$ cat src/rtl/writeback_arbiter.sv
`default_nettype none
// +----------------------------------------------------------------------------+
// | Module      : writeback_arbiter                                            |
// | Description : Round-robin ALU/load write arbiter with FIFO drain onto the  |
// |               register file write port, plus RAW pending-status queries.   |
// |               Optional macro WB_FORWARD_EN adds youngest-write forwarding. |
// | Revision    : 1.0 - initial release                                        |
// +----------------------------------------------------------------------------+
module writeback_arbiter #(
  parameter int DEPTH = 4,
  parameter int CNTW  = $clog2(DEPTH) + 1
) (
  input  logic            clk,
  input  logic            rst,
  input  logic            alu_valid,
  output logic            alu_ready,
  input  logic [4:0]      alu_rd,
  input  logic [31:0]     alu_data,
  input  logic            mem_valid,
  output logic            mem_ready,
  input  logic [4:0]      mem_rd,
  input  logic [31:0]     mem_data,
  input  logic            wr_stall,
  output logic            RegWrite,
  output logic [4:0]      WriteRegister,
  output logic [31:0]     WriteData,
  input  logic [4:0]      query_rs,
  input  logic [4:0]      query_rt,
  output logic            pending_rs,
  output logic            pending_rt,
  output logic [CNTW-1:0] level
`ifdef WB_FORWARD_EN
  ,
  output logic            fwd_rs_valid,
  output logic [31:0]     fwd_rs_data,
  output logic            fwd_rt_valid,
  output logic [31:0]     fwd_rt_data
`endif
);

  localparam int       c_AW  = $clog2(DEPTH);
  localparam logic [0:0] c_ALU = 1'b0;
  localparam logic [0:0] c_MEM = 1'b1;

  logic [4:0]      r_rdMem   [DEPTH];
  logic [31:0]     r_dataMem [DEPTH];
  logic [c_AW-1:0] r_head;
  logic [c_AW-1:0] r_tail;
  logic [CNTW-1:0] r_level;
  logic [0:0]      r_ptr;
  logic            r_regWrite;
  logic [4:0]      r_writeReg;
  logic [31:0]     r_writeData;

  logic            w_full;
  logic            w_aluAcc;
  logic            w_memAcc;
  logic [4:0]      w_accRd;
  logic [31:0]     w_accData;
  logic            w_push;
  logic            w_pop;
  logic [DEPTH-1:0] w_hitRs;
  logic [DEPTH-1:0] w_hitRt;

  assign w_full    = (r_level == CNTW'(DEPTH));
  assign mem_ready = !w_full && (!alu_valid || r_ptr == c_MEM);
  assign alu_ready = !w_full && (!mem_valid || r_ptr == c_ALU);
  assign w_aluAcc  = alu_valid && alu_ready;
  assign w_memAcc  = mem_valid && mem_ready;
  assign w_accRd   = w_memAcc ? mem_rd : alu_rd;
  assign w_accData = w_memAcc ? mem_data : alu_data;
  // rd==0 writes complete the handshake but never occupy the FIFO
  assign w_push    = (w_aluAcc || w_memAcc) && (w_accRd != 5'd0);
  assign w_pop     = (r_level != '0) && !wr_stall;

  always_ff @(posedge clk) begin
    if (w_push) begin
      r_rdMem[r_tail]   <= w_accRd;
      r_dataMem[r_tail] <= w_accData;
    end
  end

  always_ff @(posedge clk) begin
    if (rst) begin
      r_head      <= '0;
      r_tail      <= '0;
      r_level     <= '0;
      r_ptr       <= c_MEM;
      r_regWrite  <= 1'b0;
      r_writeReg  <= 5'd0;
      r_writeData <= 32'd0;
    end else begin
      if (w_push) begin
        r_tail <= r_tail + 1'b1;
      end
      if (w_pop) begin
        r_head      <= r_head + 1'b1;
        r_regWrite  <= 1'b1;
        r_writeReg  <= r_rdMem[r_head];
        r_writeData <= r_dataMem[r_head];
      end else begin
        r_regWrite  <= 1'b0;
      end
      case ({w_push, w_pop})
        2'b10:   r_level <= r_level + 1'b1;
        2'b01:   r_level <= r_level - 1'b1;
        default: r_level <= r_level;
      endcase
      if (w_aluAcc) begin
        r_ptr <= c_MEM;
      end else if (w_memAcc) begin
        r_ptr <= c_ALU;
      end
    end
  end

  // An entry is live when its distance from the head is below the occupancy
  generate
    for (genvar i = 0; i < DEPTH; i++) begin : g_entry
      logic [c_AW-1:0] w_age;
      logic            w_live;
      assign w_age      = c_AW'(i) - r_head;
      assign w_live     = (CNTW'(w_age) < r_level);
      assign w_hitRs[i] = w_live && (r_rdMem[i] == query_rs);
      assign w_hitRt[i] = w_live && (r_rdMem[i] == query_rt);
    end
  endgenerate

  assign pending_rs = (query_rs != 5'd0) &&
                      ((|w_hitRs) || (r_regWrite && r_writeReg == query_rs));
  assign pending_rt = (query_rt != 5'd0) &&
                      ((|w_hitRt) || (r_regWrite && r_writeReg == query_rt));

  assign RegWrite      = r_regWrite;
  assign WriteRegister = r_writeReg;
  assign WriteData     = r_writeData;
  assign level         = r_level;

`ifdef WB_FORWARD_EN
  logic [c_AW-1:0] w_ordIdx [DEPTH];

  generate
    for (genvar k = 0; k < DEPTH; k++) begin : g_ord
      assign w_ordIdx[k] = r_head + c_AW'(k);
    end
  endgenerate

  // Walk oldest to youngest so the youngest matching entry wins
  always_comb begin
    fwd_rs_data = r_writeData;
    fwd_rt_data = r_writeData;
    for (int k = 0; k < DEPTH; k++) begin
      if (w_hitRs[w_ordIdx[k]]) begin
        fwd_rs_data = r_dataMem[w_ordIdx[k]];
      end
      if (w_hitRt[w_ordIdx[k]]) begin
        fwd_rt_data = r_dataMem[w_ordIdx[k]];
      end
    end
  end

  assign fwd_rs_valid = pending_rs;
  assign fwd_rt_valid = pending_rt;
`endif

endmodule
`default_nettype wire

$ cat config.mk
export PLATFORM = sky130hd
export DESIGN_NAME = writeback_arbiter
export DESIGN_NICKNAME = d
export VERILOG_FILES = /design/src/rtl/writeback_arbiter.sv
export SDC_FILE = /design/constraint.sdc
export NUM_CORES = 1
export LEC_CHECK = 0
export ABC_AREA = 1
export ABC_CLOCK_PERIOD_IN_PS = 3300
export CAP_MARGIN = 20
export CORE_UTILIZATION = 48
export CTS_CLUSTER_SIZE = 8
export DETAILED_ROUTE_END_ITERATION = 6
export HOLD_SLACK_MARGIN = 0.08
export MAX_ROUTING_LAYER = met4
export PLACE_DENSITY = 0.84
export REMOVE_ABC_BUFFERS = 1
export SLEW_MARGIN = 25
export SYNTH_ARGS = -nofsm -noshare
export SYNTH_HDL_FRONTEND = slang
export SYNTH_SLANG_ARGS = --single-unit
$ cat constraint.sdc
create_clock -name clk -period 3.3 [get_ports clk]
set_input_delay 0.66 -clock clk [delete_from_list [all_inputs] [get_ports clk]]
set_output_delay 0.66 -clock clk [all_outputs]
set_load 0.01 [all_outputs]
==> results of run 1 <==
[synthesized netlist by cell type, drive strengths merged, types with 16 or more instances]
library cell  count
edfxtp          148
nand2           111
a21oi            83
o21ai            52
dfxtp            46
inv              46
a221oi           37
mux2             32
nor2             31
clkbuf           30
xor2             21
xnor2            17
buf              16
[what timing repair did]
item | 4_1_cts | 5_1_grt
resized for setup | 7 | 1
endpoints found under the setup margin | 2 | 2
buffers inserted | 1 | 0
pin swaps | 1 | 1
hold buffers | 0 | 0
[power breakdown]
| part | leakage (nW) | switching, mW | internal [mW] |
|---|---|---|---|
| Sequential | 1.74 | 0.237 | 3.19 |
| Combinational | 1.84 | 1.46 | 1.11 |
| Clock | 0.293 | 0.916 | 1.17 |
[routing by layer]
metal | global-route usage | vias up | part of all wire
li1 | - | 2839 | -
met1 | 0.267 | 2816 | 0.42
met2 | 0.381 | 196 | 0.51
met3 | 0.0340 | 29 | 0.049
met4 | 0.0893 | 0 | 0.019
met5 | - | - | 0
[final cells by class]
type,instances,area share
clock buffers,19,0.0416
repair buffers,154,0.145
clock inverters,13,0.0161
flip-flops and latches,194,0.504
inverters,46,0.0162
well taps,220,0.0258
multi-input cells,435,0.252
[worst paths after layout]
check	end	slack, ps	cells after the start
setup / recovery	pending_rt	200	13
hold / removal	r_ptr	510	2
setup reg to reg	level[2]	720	15
hold reg to reg	r_ptr	510	2
[through the flow]
step | setup TNS, ps | utilization | hold WS [ps] | power, mW
floorplan | -67580 | - | 464 | 4.86
global placement | 0 | 0.596 | 485 | 5.97
detailed placement | 0 | 0.596 | 507 | 6.03
CTS | 0 | 0.633 | 518 | 8.14
global route | 0 | 0.634 | 560 | 8.52
finish | 0 | 0.634 | 515 | 8.08
[flip-flops by register name (all words and copies together) (netlist names)]
register       count
r_tail             2
r_ptr              1
r_dataMem        128
RegWrite           1
r_rdMem           20
WriteRegister      5
WriteData         32
level              3
r_head             2
[kinds of logic after synthesis]
group                    share of synthesized area
multiplexers                                0.0429
adder cells (fa/ha/maj)                     0.0158
AO/OA/AOI/OAI                                0.125
XOR/XNOR                                    0.0397
flip-flops                                   0.639
AND/OR/NAND/NOR                             0.0907
buffers and inverters                       0.0465
[worst max-delay path: stages, from the launching register on]
cell and delay [ps]:
dfxtp_4 380, nor2_4 120, inv_1 50, nand2_1 80, inv_1 70, ha_1 260
a21boi_0 120, o21ai_1 220, buf_4 150, nand4_1 60, nand2_1 90, nor2_1 50
nor2_1 80, dlygate4sd2_1 270
==> reports/metrics.csv, run 1 <==
stage,metric,value,unit
critical_path,RR Startpoint,level[0],
sta,FMAX,323,MHz
floorplan,count of pins on the block boundary,134,
global_routing,initial antenna violation count,0,
cells_and_area,summed area of non-filler cells in the final layout,10700,um^2
clock_tree,number of H-tree levels,4,
sta,worst slew margin relative to its limit,0.452,
yosys,"FF+latch count, synth",194,
placement,Inst Count DP,1048,
yosys,Yosys warnings,0,
status,run status,"finished, final reports clean",
sta,Tightest Pin Transition,821,ps
worst_hold_path,Hold Startpoint,r_ptr,
global_routing,maximum number of pins on one net before global-route repair,80,
yosys,Synth area leaders,"edfxtp_1 (53%), dfxtp_1 (11%), nand2_1 (4.9%)",
cells_and_area,diodes inserted,0,
yosys,library cells used by synthesis,33,
drt,final wirelength,18.7,mm
yosys,most used flip-flop cell after synthesis,edfxtp_1,
global_routing,total gr overflow,0,
cells_and_area,register cell area after layout,5370,um^2
yosys,Gate Count Post-Synth,721,
placement,GPL Wtd Cong,0.948,
cells_and_area,"commonest cells after routing, fill and taps aside","edfxtp_1 (148), clkdlybuf4s50_1 (131), nand2_1 (109), a21oi_1 (82), o21ai_0 (47)",
clock_tree,number of sinks handled by clock tree synthesis,194,
drt,wire length per cell,17.3,um
placement,placed inst area,10000,um^2
critical_path,data required time at the worst endpoint,2640,ps
placement,Port Buf Inserts,133,
cells_and_area,area used by multi-input combinational logic,2680,um^2
clock_tree,clock tree from TritonCTS,built,
yosys,total standard cell area after synthesis,8390,um^2
sta,setup repair after global routing missed its margin,no,
yosys,share of the yosys chip area belonging to registers,0.639,
floorplan,die outline area,18000,um^2
drt,Antenna Violating Nets Remaining,0,
floorplan,initial core utilization,0.499,
floorplan,vertical die dimension,134,um
global_routing,first-pass GRT wire length,29.6,mm
worst_hold_path,worst hold path class,register to register,
sta,endpoints failing hold,0,
placement,HPWL after detailed placement,11.7,mm
cells_and_area,area overhead of the layout relative to synthesis,27.0,%
cells_and_area,final cell count without fillers,1081,
cells_and_area,Filler Cells Inserted,1255,
floorplan,num rows,47,
clock_tree,Clock Path Buffers,2,
floorplan,placeable core region,16800,um^2
clock_tree,Root Driver,clkbuf_16,
sta,# setup viols final,0,
cells_and_area,"commonest non-fill, non-tap cell in the layout",edfxtp_1,
yosys,number of synthesized flops with an enable pin,148,
drt,drt initial violations,365,
power,reported leakage power,3.87,nW
yosys,fraction of registers with async set/reset,0,
floorplan,die outline width,134,um
critical_path,startpoint kind of the worst setup timing path,register,
sta,Max Slew Vio Count,0,
clock_tree,number of buffers created by CTS,17,
critical_path,largest fanout on the critical path,7,
yosys,proportion of netlist area held by the largest area contributor,0.530,
critical_path,start point of the critical path,r_head[0],
run,max cap viols,0,
cells_and_area,fraction of layout cells with a size suffix above 1,0.120,
power,peak supply drop,0.417,mV
sta,"crit path setup slack, layout",204,ps
cells_and_area,number of nets in the layout,947,
sta,clock period minus worst slack,3100,ps
yosys,Yosys top cell by area,edfxtp_1,
critical_path,Critical Path Sink Type,primary output,
global_routing,overall routing resource usage,0.224,
drt,number of vias per cell,5.44,
clock_tree,Worst-Skew Late Latency,430,ps
drt,total number of vias,5880,
drt,DR pass1 iterations,5,
sta,Setup Skew,13.3,ps
global_routing,vias in the first global route,5818,
clock_tree,clk slew on worst S/H paths,70,ps
placement,post-placement setup slack,27.4,ps
sta,post-route clock period utilization,0.938,
drt,number of DRC violations after detailed routing,0,
power,total power per unit cell area,758,nW/um^2
critical_path,Crit Path Category,register to primary output,
yosys,Synth Area per Inst,11.6,um^2
critical_path,Crit path arrival time,2440,ps
Note: power is estimated with default switching activity, not from simulation.
==> run 2, diff against run 1 <==
REMOVE_ABC_BUFFERS = default   (was 1)
==> run 2 against run 1 <==
Register-to-register slack worse by 20 ps. Sequential share of layout area down 0.12 points. Largest cell class unchanged. Non-clock buffer count increased by 1. Clock-buffer cell count is the same. Wire length increased by 7.5%. Cell area is 0.21% higher. Global-route usage up 1.4 points. Die area did not move.
==> reports/metrics.csv, run 2 (synthesis results as in run 1) <==
stage,metric,value,unit
sta,worst hold slack after final layout,530,ps
yosys,total nets after synthesis,820,
critical_path,startpoint kind of the worst setup timing path,register,
placement,Port Buf Inserts,133,
critical_path,Crit path arrival time,2310,ps
cells_and_area,fraction of layout cells with a size suffix above 1,0.124,
floorplan,vertical die dimension,134,um
global_routing,overall routing resource usage,0.238,
power,"Power, Total",8.20,mW
critical_path,largest fanout on the critical path,3,
floorplan,num rows,47,
drt,total number of vias,6009,
power,peak supply drop,0.550,mV
floorplan,die outline area,18000,um^2
clock_tree,number of sinks handled by clock tree synthesis,194,
clock_tree,Worst-Skew Late Latency,430,ps
global_routing,total gr overflow,0,
sta,Tightest Pin Transition,828,ps
drt,drt initial violations,634,
critical_path,slowest cell on the critical path,dfxtp_2,
drt,DR pass1 iterations,5,
clock_tree,number of buffers created by CTS,17,
clock_tree,Clock Path Buffers,2,
critical_path,buffers plus inverters on the worst setup path,4,
global_routing,first-pass GRT wire length,31.2,mm
critical_path,critical path cell sequence,inv_2 -> nand2_2 -> nand2_1 -> inv_1 -> ha_1 -> a21boi_0 -> o21ai_2 -> buf_4 -> nand3_1 -> nand2_1 -> nor2_1 -> nor2_1 -> dlymetal6s2s_1,
critical_path,Critical Path Sink Type,primary output,
sta,post-route clock period utilization,0.900,
power,reported leakage power,3.93,nW
status,run status,"finished, final reports clean",
floorplan,die outline width,134,um
critical_path,data required time at the worst endpoint,2640,ps
cells_and_area,flip-flop count of the largest register after layout,128,
sta,Setup Skew,8.84,ps
drt,final wirelength,20.1,mm
clock_tree,number of H-tree levels,4,
drt,wire length per cell,18.5,um
clock_tree,clock tree from TritonCTS,built,
cells_and_area,number of nets in the layout,948,
worst_hold_path,worst hold path class,register to register,
cells_and_area,diodes inserted,0,
sta,FMAX,337,MHz
global_routing,vias in the first global route,5891,
cells_and_area,Filler Cells Inserted,1301,
power,total power per unit cell area,768,nW/um^2
run,max cap viols,0,
floorplan,initial core utilization,0.499,
critical_path,family with the most delay on the worst path,buffers and inverters,
cells_and_area,final cell count without fillers,1082,
sta,setup repair after global routing missed its margin,no,
critical_path,Crit Path Category,register to primary output,
critical_path,delay of the slowest cell on the worst path,320,ps
sta,endpoints failing hold,0,
drt,Antenna Violating Nets Remaining,0,
clock_tree,Root Driver,clkbuf_16,
cells_and_area,top register by number of flip-flops,r_dataMem,
clock_tree,hold bufs inserted after CTS,0,
placement,HPWL after detailed placement,12.8,mm
placement,Inst Count DP,1048,
sta,# setup viols final,0,
drt,number of vias per cell,5.55,
placement,GPL Wtd Cong,0.949,
clock_tree,clk slew on worst S/H paths,70,ps
drt,number of DRC violations after detailed routing,0,
floorplan,placeable core region,16800,um^2
cells_and_area,"commonest non-fill, non-tap cell in the layout",edfxtp_1,
cells_and_area,end-of-flow core utilization,0.635,
global_routing,maximum number of pins on one net before global-route repair,80,
sta,clock period minus worst slack,2970,ps
sta,Max Slew Vio Count,0,
floorplan,count of pins on the block boundary,134,
cells_and_area,area overhead of the layout relative to synthesis,27.3,%
sta,worst slew margin relative to its limit,0.447,
cells_and_area,"commonest cells after routing, fill and taps aside","edfxtp_1 (148), clkdlybuf4s50_1 (127), nand2_1 (109), a21oi_1 (82), o21ai_0 (47)",
global_routing,initial antenna violation count,0,
==> run 2: area by class of cell <==
| class | count | area, um^2 | share of cell area |
|---|---|---|---|
| clock buffer | 19 | 443 | 0.0415 |
| clock inverter | 13 | 166 | 0.0156 |
| inverter | 46 | 173 | 0.0162 |
| multi-input combinational | 435 | 2690 | 0.252 |
| sequential | 194 | 5370 | 0.503 |
| tap | 220 | 275 | 0.0258 |
| timing repair buffer | 155 | 1570 | 0.147 |
==> run 2: stage by stage <==
stage	setup TNS, ps	area, um^2	worst slack (ps)
finish	0	10700	330
global route	0	10700	142
CTS	0	10600	15.8
detailed placement	0	10000	40.0
global placement	0	10000	42.9
floorplan	-20940	8390	-141
==> run 2: per-layer routing <==
metal | vias up | track usage | routed length [um]
li1 | 2841 | - | -
met1 | 2916 | 0.297 | 8520
met2 | 228 | 0.392 | 10100
met3 | 24 | 0.0476 | 1140
met4 | 0 | 0.0712 | 248
met5 | - | - | 0
==> run 2: final timing paths <==
kind | startpoint | endpoint | slack (ps) | depth (start not counted)
setup / recovery | r_head[1] | pending_rs | 330 | 13
hold / removal | r_dataMem[3][8] | WriteData[8] | 530 | 2
hold reg to reg | r_dataMem[3][8] | WriteData[8] | 530 | 2
setup reg to reg | level[0] | level[2] | 700 | 15
==> run 2: report_power, final <==
group          switching, mW  total [mW]  internal [mW]
Clock                  0.940        2.11           1.17
Sequential             0.246        3.43           3.19
Combinational           1.52        2.66           1.14
==> run 2: timing repair <==
item                                    CTS  global route
resized for setup                         6             9
buffers inserted                          0             2
endpoints found under the hold margin     0             0
pin swaps                                 1             2
endpoints found under the setup margin    2             2
==> run 2: worst register-to-register path, stage by stage (launching register included) <==
cell and delay (ps):
dfxtp_1 490, nor2_4 110, nand2_4 100, nand3_4 140, o21ai_1 240, nand2_1 70
nor2_1 130, nor2_2 70, inv_2 60, ha_1 140, inv_1 70, fa_1 380
a21oi_1 150, o21ai_0 110, o21ai_0 160, a21oi_1 60
==> run 3, diff against run 2 <==
ABC_CLOCK_PERIOD_IN_PS = 2570   (was 3300)
clock period = 2.57 ns   (was 3.3 ns; I/O delays follow)
==> run 3 against run 2 <==
The flow now finishes with violations (negative setup slack). Global-route usage grew 0.74 points. Cell area increased by 4.9%. Wire length up 4.2%. Highest routed layer unchanged. First-iteration DRC count down 19%. Power grew 35%. Combinational power is 53% higher.
==> reports/metrics.csv, run 3 (synthesis results as in run 1) <==
stage,metric,value,unit
status,run status,"finished, violations left",
status,violated checks,negative setup slack,
critical_path,data required time at the worst endpoint,2060,ps
critical_path,Crit path arrival time,2130,ps
clock_tree,Clock Path Buffers,2,
global_routing,initial antenna violation count,0,
clock_tree,hold bufs inserted after CTS,0,
sta,worst hold slack after final layout,448,ps
critical_path,startpoint kind of the worst setup timing path,register,
placement,HPWL after detailed placement,12.5,mm
drt,max layer used,met4,
clock_tree,Root Driver,clkbuf_16,
cells_and_area,fraction of layout cells with a size suffix above 1,0.193,
floorplan,vertical die dimension,134,um
critical_path,FF-to-FF setup slack,50,ps
worst_hold_path,worst hold path class,input pin to register,
drt,number of DRC violations after detailed routing,0,
cells_and_area,"commonest cells after routing, fill and taps aside","edfxtp_1 (148), clkdlybuf4s50_1 (129), nand2_1 (107), a21oi_1 (79), buf_4 (66)",
power,share of total power in combinational logic,0.367,
sta,worst slew margin relative to its limit,0.467,
sta,FMAX,378,MHz
sta,clock period minus worst slack,2650,ps
floorplan,die outline area,18000,um^2
power,part of the power in the clock network,0.237,
sta,endpoints failing hold,0,
drt,number of vias per cell,5.58,
sta,setup repair after global routing missed its margin,yes,
placement,GPL Wtd Cong,0.956,
placement,Inst Count DP,1082,
cells_and_area,top register by number of flip-flops,r_dataMem,
clock_tree,Worst-Skew Late Latency,420,ps
sta,"crit path setup slack, layout",-77.1,ps
drt,drt initial violations,515,
sta,Tightest Pin Transition,799,ps
floorplan,count of pins on the block boundary,134,
clock_tree,clock tree from TritonCTS,built,
clock_tree,number of sinks handled by clock tree synthesis,194,
yosys,total nets after synthesis,820,
drt,Met1 Routed Length,8.59,mm
drt,wire length per cell,18.4,um
sta,# setup viols final,2,
power,power share of the sequential group,0.396,
drt,detailed route wirelength on metal3,899,um
drt,metal2 WL,10.8,mm
global_routing,maximum number of pins on one net before global-route repair,80,
critical_path,RR Startpoint,level[1],
run,max cap viols,0,
power,total net switching power,3.67,mW
power,reported leakage power,4.14,nW
placement,Port Buf Inserts,133,
power,switching share of total power,0.330,
power,total power per unit cell area,991,nW/um^2
clock_tree,clk slew on worst S/H paths,70,ps
drt,Antenna Violating Nets Remaining,0,
sta,post-route clock period utilization,1.03,
critical_path,start point of the critical path,r_head[1],
floorplan,num rows,47,
global_routing,total gr overflow,0,
global_routing,vias in the first global route,6466,
cells_and_area,final cell count without fillers,1136,
placement,post-placement setup slack,-390,ps
clock_tree,number of buffers created by CTS,17,
critical_path,worst-case reg-to-reg path depth,17,
floorplan,die outline width,134,um
critical_path,Critical Path Sink Type,primary output,
cells_and_area,flip-flop count of the largest register after layout,128,
drt,total number of vias,6334,
clock_tree,number of H-tree levels,4,
cells_and_area,"commonest non-fill, non-tap cell in the layout",edfxtp_1,
power,"Power, Total",11.1,mW
critical_path,Crit Path Category,register to primary output,
cells_and_area,area overhead of the layout relative to synthesis,33.4,%
critical_path,capture instance of the worst register-to-register path,level[2],
global_routing,overall routing resource usage,0.245,
floorplan,initial core utilization,0.499,
floorplan,placeable core region,16800,um^2
sta,aggregate negative setup slack,-123,ps
power,peak supply drop,0.541,mV
drt,DR pass1 iterations,5,
sta,Setup Skew,10.1,ps
cells_and_area,number of nets in the layout,1002,
power,cell-internal power,7.43,mW
critical_path,worst setup path endpoint,pending_rt,
cells_and_area,diodes inserted,0,
critical_path,largest fanout on the critical path,4,
drt,final wirelength,20.9,mm
sta,Max Slew Vio Count,0,
global_routing,first-pass GRT wire length,32.5,mm
[run 3: changes by cell type in the layout (fill, tap and decap cells not counted), moves of 3 or more]
cell	change
buf_12	+3
a21oi_1	-3
inv_1	-3
ha_1	-4
ha_4	+4
a21oi_2	+3
dlymetal6s2s_1	-4
clkinvlp_4	+3
inv_6	-3
buf_4	+49
[run 3: worst max-delay path, cell delays in order, from the launching register on]
cell	delay, ps
dfxtp_2	360
inv_4	60
nor2_4	100
inv_2	60
nand2_4	90
inv_4	50
ha_4	250
a21boi_4	160
o21ai_2	90
nand4_1	110
nand2_1	70
nor2_1	130
nor2_1	50
buf_2	130
[run 3: stage by stage]
step / utilization / instance area, um^2
after floorplan: - / 8400
after global placement: 0.614 / 10300
after detailed placement: 0.614 / 10300
after CTS: 0.658 / 11100
after global routing: 0.666 / 11200
final: 0.666 / 11200
[run 3: layer usage]
layer | GRT usage | up-vias
met5 | - | -
met4 | 0.110 | 0
met3 | 0.0435 | 46
met2 | 0.428 | 242
met1 | 0.275 | 3097
li1 | - | 2949
[run 3: worst min path at each step]
stage | startpoint | end | slack, ps | cells after the start
finish | alu_valid | r_ptr | 450 | 3
global route | alu_valid | r_ptr | 440 | 3
CTS | r_ptr | r_ptr | 510 | 2
detailed placement | r_ptr | r_ptr | 500 | 2
global placement | r_ptr | r_ptr | 490 | 2
floorplan | r_ptr | r_ptr | 460 | 2
[run 3: final cells by class]
cell class,count,area (um^2)
Clock buffer,20,437
Clock inverter,12,149
Fill cell,1199,5620
Inverter,46,178
Multi-Input combinational cell,436,2800
Sequential cell,194,5370
Tap cell,220,275
Timing Repair Buffer,208,1990
[run 3: power by group through the flow]
stage	Sequential [mW]	Clock [mW]	Combinational (mW)
2_1_floorplan	4.50	0	1.86
3_3_place_gp	4.42	0	3.48
3_5_place_dp	4.44	0	3.56
4_1_cts	4.39	2.64	3.87
5_1_grt	4.45	2.78	4.44
6_report	4.39	2.63	4.07
[run 3: repair_timing]
item / CTS / global route
gates resized for setup: 28 / 20
gates cloned: 0 / 1
pin swaps: 10 / 16
buffers inserted: 18 / 7
endpoints found under the setup margin: 2 / 6
